$ cat config.mk
export PLATFORM = sky130hd
export DESIGN_NAME = multicycle_control_fsm_flat
export DESIGN_NICKNAME = d
export VERILOG_FILES = /design/src/rtl/multicycle_control_fsm_if.sv /design/src/rtl/multicycle_control_fsm.sv /design/src/flat_wrapper.sv
export SDC_FILE = /design/constraint.sdc
export NUM_CORES = 1
export LEC_CHECK = 0
export CORE_ASPECT_RATIO = 1.4
export CORE_MARGIN = 5
export CORE_UTILIZATION = 40
export CTS_CLUSTER_SIZE = 30
export DETAILED_ROUTE_END_ITERATION = 12
export GPL_ROUTABILITY_DRIVEN = 1
export PLACE_DENSITY_LB_ADDON = 0.08
export SYNTH_ARGS = -nofsm -noshare
export SYNTH_HDL_FRONTEND = slang
export SYNTH_SLANG_ARGS = --single-unit
$ cat constraint.sdc
create_clock -name clk -period 1.73 [get_ports clk]
set_input_delay 0.2595 -clock clk [delete_from_list [all_inputs] [get_ports clk]]
set_output_delay 0.2595 -clock clk [all_outputs]
set_load 0.005 [all_outputs]
$ cat src/rtl/multicycle_control_fsm_if.sv
// Control bundle between the multi-cycle CPU controller and its datapath.
// The controller (master) receives the IR opcode and the memory handshake and
// drives every datapath select/enable plus a debug view of its state.
interface multicycle_control_fsm_if;

   logic [5:0] opcode;
   logic       mem_ready;

   logic       IorD;
   logic       IRWrite;
   logic       MemWrite;
   logic       RegWrite;
   logic       RegDst;
   logic       MemtoReg;
   logic       ALUSrcA;
   logic [1:0] ALUSrcB;
   logic [1:0] ALUOp;
   logic [1:0] PCSrc;
   logic       PCWrite;
   logic       Branch;
   logic       instr_done;
   logic       illegal;
   logic [3:0] state;

   // Controller side
   modport master (
      input  opcode, mem_ready,
      output IorD, IRWrite, MemWrite, RegWrite, RegDst, MemtoReg,
             ALUSrcA, ALUSrcB, ALUOp, PCSrc, PCWrite, Branch,
             instr_done, illegal, state
   );

   // Datapath side
   modport slave (
      output opcode, mem_ready,
      input  IorD, IRWrite, MemWrite, RegWrite, RegDst, MemtoReg,
             ALUSrcA, ALUSrcB, ALUOp, PCSrc, PCWrite, Branch,
             instr_done, illegal, state
   );

endinterface

$ cat src/rtl/multicycle_control_fsm.sv
// Main controller for the multi-cycle CPU.
// Moore FSM stepping each instruction through fetch, decode, execute, memory
// and writeback. The state-decoded controls are registered alongside the
// state itself; only the mem_ready-dependent enables, the illegal-opcode flag
// and the reset kill of the write enables are formed combinationally.
module multicycle_control_fsm #(
   parameter logic [5:0] OP_RTYPE = 6'b000000,
   parameter logic [5:0] OP_LW    = 6'b100011,
   parameter logic [5:0] OP_SW    = 6'b101011,
   parameter logic [5:0] OP_BEQ   = 6'b000100,
   parameter logic [5:0] OP_ADDI  = 6'b001000,
   parameter logic [5:0] OP_J     = 6'b000010
) (
   input logic                    clk,
   input logic                    reset,
   multicycle_control_fsm_if.master bus
);

   typedef enum logic [3:0] {
      ST_FETCH    = 4'd0,
      ST_DECODE   = 4'd1,
      ST_MEMADR   = 4'd2,
      ST_MEMRD    = 4'd3,
      ST_MEMWB    = 4'd4,
      ST_MEMWR    = 4'd5,
      ST_EXECUTE  = 4'd6,
      ST_ALUWB    = 4'd7,
      ST_BRANCH   = 4'd8,
      ST_ADDIEXEC = 4'd9,
      ST_ADDIWB   = 4'd10,
      ST_JUMP     = 4'd11
   } state_t;

   // Registered control word. The fetch/decode/memwr flags mark the states
   // whose enables also depend on live inputs (mem_ready or the opcode).
   typedef struct packed {
      logic       iord;
      logic       mem_write;
      logic       reg_write;
      logic       reg_dst;
      logic       mem_to_reg;
      logic       alu_src_a;
      logic [1:0] alu_src_b;
      logic [1:0] alu_op;
      logic [1:0] pc_src;
      logic       pc_write;
      logic       branch;
      logic       done;
      logic       in_fetch;
      logic       in_decode;
      logic       in_memwr;
   } ctrl_t;

   state_t cur_state;
   state_t next_state;
   ctrl_t  ctrl_q;
   logic   op_known;

   // Control word for a given state; unlisted fields and unused encodings are 0
   function automatic ctrl_t decode_state(input state_t s);
      ctrl_t c;
      c = '0;
      case (s)
         ST_FETCH: begin
            c.iord      = 1'b0;
            c.alu_src_a = 1'b0;
            c.alu_src_b = 2'b01;
            c.alu_op    = 2'b00;
            c.pc_src    = 2'b00;
            c.in_fetch  = 1'b1;
         end
         ST_DECODE: begin
            c.alu_src_a = 1'b0;
            c.alu_src_b = 2'b11;
            c.alu_op    = 2'b00;
            c.in_decode = 1'b1;
         end
         ST_MEMADR: begin
            c.alu_src_a = 1'b1;
            c.alu_src_b = 2'b10;
            c.alu_op    = 2'b00;
         end
         ST_MEMRD: begin
            c.iord = 1'b1;
         end
         ST_MEMWB: begin
            c.reg_dst    = 1'b0;
            c.mem_to_reg = 1'b1;
            c.reg_write  = 1'b1;
            c.done       = 1'b1;
         end
         ST_MEMWR: begin
            c.iord      = 1'b1;
            c.mem_write = 1'b1;
            c.in_memwr  = 1'b1;
         end
         ST_EXECUTE: begin
            c.alu_src_a = 1'b1;
            c.alu_src_b = 2'b00;
            c.alu_op    = 2'b10;
         end
         ST_ALUWB: begin
            c.reg_dst    = 1'b1;
            c.mem_to_reg = 1'b0;
            c.reg_write  = 1'b1;
            c.done       = 1'b1;
         end
         ST_BRANCH: begin
            c.alu_src_a = 1'b1;
            c.alu_src_b = 2'b00;
            c.alu_op    = 2'b01;
            c.pc_src    = 2'b01;
            c.branch    = 1'b1;
            c.done      = 1'b1;
         end
         ST_ADDIEXEC: begin
            c.alu_src_a = 1'b1;
            c.alu_src_b = 2'b10;
            c.alu_op    = 2'b00;
         end
         ST_ADDIWB: begin
            c.reg_dst    = 1'b0;
            c.mem_to_reg = 1'b0;
            c.reg_write  = 1'b1;
            c.done       = 1'b1;
         end
         ST_JUMP: begin
            c.pc_src   = 2'b10;
            c.pc_write = 1'b1;
            c.done     = 1'b1;
         end
         default: c = '0;
      endcase
      return c;
   endfunction

   // Recognise the opcodes this controller knows how to sequence
   always_comb begin
      op_known = 1'b0;
      case (bus.opcode)
         OP_RTYPE, OP_LW, OP_SW, OP_BEQ, OP_ADDI, OP_J: op_known = 1'b1;
         default:                                       op_known = 1'b0;
      endcase
   end

   // Next-state selection; opcode is only consulted in DECODE and MEMADR
   always_comb begin
      next_state = ST_FETCH;
      case (cur_state)
         ST_FETCH:    next_state = bus.mem_ready ? ST_DECODE : ST_FETCH;
         ST_DECODE: begin
            if (bus.opcode == OP_LW || bus.opcode == OP_SW) next_state = ST_MEMADR;
            else if (bus.opcode == OP_RTYPE)                next_state = ST_EXECUTE;
            else if (bus.opcode == OP_BEQ)                  next_state = ST_BRANCH;
            else if (bus.opcode == OP_ADDI)                 next_state = ST_ADDIEXEC;
            else if (bus.opcode == OP_J)                    next_state = ST_JUMP;
            else                                            next_state = ST_FETCH;
         end
         ST_MEMADR:   next_state = (bus.opcode == OP_LW) ? ST_MEMRD : ST_MEMWR;
         ST_MEMRD:    next_state = bus.mem_ready ? ST_MEMWB : ST_MEMRD;
         ST_MEMWB:    next_state = ST_FETCH;
         ST_MEMWR:    next_state = bus.mem_ready ? ST_FETCH : ST_MEMWR;
         ST_EXECUTE:  next_state = ST_ALUWB;
         ST_ALUWB:    next_state = ST_FETCH;
         ST_BRANCH:   next_state = ST_FETCH;
         ST_ADDIEXEC: next_state = ST_ADDIWB;
         ST_ADDIWB:   next_state = ST_FETCH;
         ST_JUMP:     next_state = ST_FETCH;
         default:     next_state = ST_FETCH;
      endcase
   end

   // State register with its control word loaded in lockstep
   always_ff @(posedge clk) begin
      if (reset) begin
         cur_state <= ST_FETCH;
         ctrl_q    <= decode_state(ST_FETCH);
      end else begin
         cur_state <= next_state;
         ctrl_q    <= decode_state(next_state);
      end
   end

   assign bus.IorD     = ctrl_q.iord;
   assign bus.RegDst   = ctrl_q.reg_dst;
   assign bus.MemtoReg = ctrl_q.mem_to_reg;
   assign bus.ALUSrcA  = ctrl_q.alu_src_a;
   assign bus.ALUSrcB  = ctrl_q.alu_src_b;
   assign bus.ALUOp    = ctrl_q.alu_op;
   assign bus.PCSrc    = ctrl_q.pc_src;
   assign bus.state    = cur_state;

   assign bus.IRWrite    = ~reset & ctrl_q.in_fetch & bus.mem_ready;
   assign bus.PCWrite    = ~reset & (ctrl_q.pc_write | (ctrl_q.in_fetch & bus.mem_ready));
   assign bus.MemWrite   = ~reset & ctrl_q.mem_write;
   assign bus.RegWrite   = ~reset & ctrl_q.reg_write;
   assign bus.Branch     = ~reset & ctrl_q.branch;
   assign bus.illegal    = ~reset & ctrl_q.in_decode & ~op_known;
   assign bus.instr_done = ~reset & (ctrl_q.done
                                     | (ctrl_q.in_memwr & bus.mem_ready)
                                     | (ctrl_q.in_decode & ~op_known));

endmodule

$ cat src/flat_wrapper.sv
// flat-port wrapper written by rule: the top's interface ports become plain ports
module multicycle_control_fsm_flat 
#(
   parameter logic [5:0] OP_RTYPE = 6'b000000,
   parameter logic [5:0] OP_LW    = 6'b100011,
   parameter logic [5:0] OP_SW    = 6'b101011,
   parameter logic [5:0] OP_BEQ   = 6'b000100,
   parameter logic [5:0] OP_ADDI  = 6'b001000,
   parameter logic [5:0] OP_J     = 6'b000010
)
  (clk, reset, bus_opcode, bus_mem_ready, bus_IorD, bus_IRWrite, bus_MemWrite, bus_RegWrite, bus_RegDst, bus_MemtoReg, bus_ALUSrcA, bus_ALUSrcB, bus_ALUOp, bus_PCSrc, bus_PCWrite, bus_Branch, bus_instr_done, bus_illegal, bus_state);
  multicycle_control_fsm_if bus_i ();
  input logic clk;
  input logic reset;
  input wire logic [$bits(bus_i.opcode)-1:0] bus_opcode;
  input wire logic [$bits(bus_i.mem_ready)-1:0] bus_mem_ready;
  output wire logic [$bits(bus_i.IorD)-1:0] bus_IorD;
  output wire logic [$bits(bus_i.IRWrite)-1:0] bus_IRWrite;
  output wire logic [$bits(bus_i.MemWrite)-1:0] bus_MemWrite;
  output wire logic [$bits(bus_i.RegWrite)-1:0] bus_RegWrite;
  output wire logic [$bits(bus_i.RegDst)-1:0] bus_RegDst;
  output wire logic [$bits(bus_i.MemtoReg)-1:0] bus_MemtoReg;
  output wire logic [$bits(bus_i.ALUSrcA)-1:0] bus_ALUSrcA;
  output wire logic [$bits(bus_i.ALUSrcB)-1:0] bus_ALUSrcB;
  output wire logic [$bits(bus_i.ALUOp)-1:0] bus_ALUOp;
  output wire logic [$bits(bus_i.PCSrc)-1:0] bus_PCSrc;
  output wire logic [$bits(bus_i.PCWrite)-1:0] bus_PCWrite;
  output wire logic [$bits(bus_i.Branch)-1:0] bus_Branch;
  output wire logic [$bits(bus_i.instr_done)-1:0] bus_instr_done;
  output wire logic [$bits(bus_i.illegal)-1:0] bus_illegal;
  output wire logic [$bits(bus_i.state)-1:0] bus_state;
  assign bus_i.opcode = bus_opcode;
  assign bus_i.mem_ready = bus_mem_ready;
  assign bus_IorD = bus_i.IorD;
  assign bus_IRWrite = bus_i.IRWrite;
  assign bus_MemWrite = bus_i.MemWrite;
  assign bus_RegWrite = bus_i.RegWrite;
  assign bus_RegDst = bus_i.RegDst;
  assign bus_MemtoReg = bus_i.MemtoReg;
  assign bus_ALUSrcA = bus_i.ALUSrcA;
  assign bus_ALUSrcB = bus_i.ALUSrcB;
  assign bus_ALUOp = bus_i.ALUOp;
  assign bus_PCSrc = bus_i.PCSrc;
  assign bus_PCWrite = bus_i.PCWrite;
  assign bus_Branch = bus_i.Branch;
  assign bus_instr_done = bus_i.instr_done;
  assign bus_illegal = bus_i.illegal;
  assign bus_state = bus_i.state;
  multicycle_control_fsm #(.OP_RTYPE(OP_RTYPE), .OP_LW(OP_LW), .OP_SW(OP_SW), .OP_BEQ(OP_BEQ), .OP_ADDI(OP_ADDI), .OP_J(OP_J)) u_core (.clk(clk), .reset(reset), .bus(bus_i));
endmodule
Word-level counts from Yosys, hierarchy flattened
Index checks and enable logic that the tools add are counted.

storage, ports and cells
  flip-flop bits (word level) = 21
  output and inout bits = 21
  word-level logic and storage cells = 83

operators by class
  eq/ne operators = 22
  mux-type cells = 21
  bitwise gates (word level) = 17
  reduce and logical (&&, ||, !) cells = 8

operators with widths
  kind                                                                    number
  4-bit one-hot mux with 7 select lines                                   1
  5-bit one-hot mux with 5 select lines                                   1
  4-bit by 3-bit equality test with 1-bit output (second input constant)  6
  4-bit equality test (second input constant)                             5
  4-bit two-way mux                                                       5
  4-bit by 2-bit equality test with 1-bit output (second input constant)  4
  1-bit bitwise AND                                                       12
  6-bit equality test (second input constant)                             2
  1-bit two-way mux                                                       9
  3-bit two-way mux                                                       3
  3-bit one-hot mux with 3 select lines                                   1
  4-bit by 1-bit equality test with 1-bit output (second input constant)  2
  4-bit logical NOT                                                       2
  6-bit by 2-bit equality test with 1-bit output (second input constant)  1
  6-bit by 3-bit equality test with 1-bit output (second input constant)  1
  6-bit by 4-bit equality test with 1-bit output (second input constant)  1
  6-bit logical NOT                                                       1
  6-bit OR reduction                                                      1
  5-bit OR reduction                                                      1
  2-bit one-hot mux with 2 select lines                                   1
  2-bit OR reduction                                                      2
  1-bit OR                                                                3
  1-bit NOT                                                               2
  1-bit logical OR                                                        1

Longest topological paths before layout
  depth in word-level cells = 10
  mapped depth = 5

Worst setup path before layout
No wires, ideal clock.

  path type = reg2reg
  start point = register u_core.cur_state[1], in the netlist u_core.bus.state[1]
  end point = register u_core.ctrl_q, in the netlist u_core.bus.IorD
  library setup time = 73 ps
  data arrival time = 1,594 ps
  setup slack = 63 ps
  stages on the path, launching flop included = 5
  path buffers = 0
  period minus slack after synthesis = 1,667 ps
  path through = dfxtp_1 > or3b_4 > o221a_4 > or3_1 > o22ai_2

between the ends
  word-level cells in the longest chain between the ends = 5
  elaborated cells on any way between the ends = 12
  those cells by class = eq/ne (8); mux (2); reduce/logical (2)

ends and longest elaborated chain
  item                                                                                                              line                           source
  start, declared                                                                                                   multicycle_control_fsm.sv:54   state_t cur_state;
  start signal, assigned                                                                                            multicycle_control_fsm.sv:179  cur_state <= next_state;
  4-bit equality test (tied with other cells)                                                                       multicycle_control_fsm.sv:149  case (cur_state)
  4-bit one-hot mux with 7 select lines (*)                                                                         multicycle_control_fsm.sv:149
  4-bit by 2-bit equality test with 1-bit output or 4-bit by 3-bit equality test with 1-bit output (tied branches)  multicycle_control_fsm.sv:63   case (s)
  2-bit OR reduction (no line) (*)                                                                                  --
  1-bit two-way mux (*)                                                                                             multicycle_control_fsm.sv:63
  end signal, assigned                                                                                              multicycle_control_fsm.sv:177  ctrl_q <= decode_state(ST_FETCH);
  end signal, assigned                                                                                              multicycle_control_fsm.sv:180  ctrl_q <= decode_state(next_state);
  end, declared                                                                                                     multicycle_control_fsm.sv:56   ctrl_t ctrl_q;

Every way passes the cells marked *; elsewhere a longest branch is shown, timed or not.
A chain may end at the register's enable or synchronous reset.

Worst setup path in the final report
Same ends and word-level chain as after synthesis.

==> results_dict.tcl <==
set metrics [dict create \
    outcome "finished clean" \
    clockBufferDepth 2 \
    fp-row-count 21 \
    gp_congestion 0.795 \
    clk-insertion-delay-late_ns 0.31 \
    timing.slew.headroom 0.775 \
    grt_start_max_net_pins 13 \
    synth.largest_area_cell "dfxtp_1" \
    timing.final.crit_share 0.976 \
    worstMarginPinSlew_ns 0.335 \
    die_area_um2 3480 \
    stdcell_area_um2 1700 \
    ys_warn_count 0 \
    seq_area_frac_synth 0.418 \
    hold_viol 0 \
    wirelength_um 2800 \
    required_ns 1.98 \
    arrival_ns 1.94 \
    synth_edf_count 0 \
    regToRegStartpoint "u_core.bus.state[1]$_SDFF_PP0_" \
    ios 30 \
    fin_crit_ns 1.69 \
    ys_ff_latch 20 \
    wl_per_cell_um 14.3 \
    maxCapViolCount 0 \
    areaGrowthSynthToFinish_pct 77.8 \
    critical_path_class "reg2reg" \
    end_kind "flip-flop" \
    drt_iter0_drc 31 \
    cts_buffers 3 \
    timing.fmax_mhz 593 \
    fp.dieH_um 67.9 \
    track_usage 0.168 \
    synthDistinctLibCells 38 \
    placed_area_um2 1490 \
    ir_worst_vdd_mv 0.473 \
    fin_skew_ns 0.0137 \
    setup_tns_ns 0 \
    cts_sinks 20 \
    grt_setup_unrepaired "yes" \
    power.leakage_nw 0.727 \
    core-area_um2 2340 \
    synth_ff_type "dfxtp_1" \
    worst-path-max-fanout 7 \
    fillers 190 \
    grt_pass1_vias 1008 \
    firstDrtPassIters 4 \
    synth_top_area_frac 0.418 \
    die_w_um 51.3 \
    antenna_found_initial 0 \
    synth_fp_nets 117 \
    p_per_area_nw_per_um2 606 \
    tritoncts "built" \
    htree_levels 1 \
    port_buffers 29 \
    place_hpwl_um 1920 \
    clock-root-buffer "clkbuf_4" \
    hold_path_class "in2reg" \
    clk_pin_slew_ns 0.12 \
    final_nets 183 \
    drive_above_1_share 0.474 \
    n_antenna_cell 0 \
    setup_viol 0 \
    viasPerCell 5.33 \
    grt_overflow 0 \
    netlist_area_um2 957 \
    grt_pass1_wl_um 4380 \
    async_reset_ff_frac 0 \
    syn-mean-instance-area_um2 8.86 \
    antenna_left 0 \
    drc_errors 0 \
    holdCritStartpoint "reset" \
    yosys-top-cells-area "dfxtp_1 42%, nor3_1 5.2%, buf_4 4.7%" \
    synthesis.instances 108 \
    initial_core_util 0.409 \
    drv_slew 0 \
    crit_start "u_core.bus.state[1]$_SDFF_PP0_" \
    startpoint_type "flip-flop" \
    dr_total_vias 1045 \
]
-- critical path, stage by stage, from the launching register on --
cell,delay (ns)
dfxtp_2,0.39
buf_6,0.12
or2b_1,0.22
a211o_1,0.27
o211a_4,0.17
or3_4,0.37
o22ai_2,0.09
-- timing repair --
item | 4_1_cts | 5_1_grt
setup endpoints to repair | 15 | 17
gates resized for setup | 36 | 27
hold buffers | 0 | 0
setup buffers | 4 | 3
pin swaps | 4 | 16
gates cloned | 0 | 0
-- state kept, by name (all words and copies together), names as in the netlist --
signal               cells
u_core.bus.ALUOp         2
u_core.bus.ALUSrcA       1
u_core.bus.ALUSrcB       2
u_core.bus.IorD          1
u_core.bus.MemtoReg      1
u_core.bus.PCSrc         1
u_core.bus.RegDst        1
u_core.bus.state         4
u_core.ctrl_q            7
-- area by class of cell --
cell class / instances / area (um2) / share of cell area
timing repair buffer: 69 / 602 / 0.354
multi-input combinational: 75 / 593 / 0.349
tap: 23 / 28.8 / 0.0169
clock inverter: 1 / 30.0 / 0.0176
clock buffer: 3 / 22.5 / 0.0132
sequential: 20 / 407 / 0.239
inverter: 5 / 18.8 / 0.0110
-- synth_stat cells, types with 2 or more instances --
cell / count
dfxtp_1: 20
nor2_1: 11
nor3_1: 10
buf_4: 6
a21oi_1: 5
inv_1: 5
nand2_1: 4
nor2b_1: 4
o21ai_0: 4
and3_1: 3
nor4_1: 3
clkbuf_1: 2
nand3_1: 2
nor3b_1: 2
o211a_1: 2
o211ai_1: 2
or3_1: 2
-- final timing paths --
check                                  to  slack, ns  depth (start not counted)
max            u_core.bus.IorD$_SDFF_PP0_       0.04                          6
min           u_core.ctrl_q[5]$_SDFF_PP0_       0.34                          3
max reg2reg    u_core.bus.IorD$_SDFF_PP0_       0.04                          6
min reg2reg  u_core.ctrl_q[15]$_SDFF_PP0_       0.57                          2
-- metrics by stage --
stage	utilization	hold WS (ns)	total power (W)	setup WS (ns)	std cells
after floorplan	-	0.409	0.000538	0.0630	108
after global placement	0.638	0.571	0.000631	-0.661	186
after detailed placement	0.638	0.575	0.000634	-0.650	186
after CTS	0.687	0.460	0.00102	0.00112	194
after global routing	0.728	0.353	0.00108	-0.0488	196
final	0.728	0.343	0.00103	0.0423	196
-- power breakdown --
part | internal, W | switching [W]
Combinational | 0.0000953 | 0.0000793
Sequential | 0.000467 | 0.00000444
Clock | 0.000234 | 0.000150
-- cell usage in the layout (no fill, tap or decap), types with 2 or more instances in the layout --
master and count:
nand2_1 2, buf_2 4, inv_1 4, a21oi_2 2, nand2_2 2, buf_4 32
dfxtp_1 17, o21ai_0 2, and3_4 2, nor3_2 4, dlygate4sd2_1 4, clkbuf_4 3
clkdlybuf4s50_1 18, o211ai_1 2, nor2_1 11, nor4_2 2, nor3_1 6, or2_4 2
a21oi_1 3, nor2b_1 4, dfxtp_2 2, buf_6 7, nor3b_1 2
-- metal layers --
| metal | wire [um] | GRT usage | share of wire | up-vias |
|---|---|---|---|---|
| li1 | - | - | - | 518 |
| met1 | 1130 | 0.187 | 0.41 | 493 |
| met2 | 1510 | 0.303 | 0.54 | 28 |
| met3 | 109 | 0.0327 | 0.039 | 6 |
| met4 | 37 | 0.0820 | 0.013 | 0 |
| met5 | 0 | 0 | 0 | - |
-- kinds of logic (layout without fill, tap and decap cells) --
kind of cell,count (synthesis),after routing,synth area share
XOR/XNOR,2,2,0.0183
flip-flops,20,20,0.418
AO/OA/AOI/OAI,23,23,0.186
AND/OR/NAND/NOR,50,50,0.303
buffers and inverters,13,78,0.0745
Note: power is estimated with default switching activity, not from simulation.
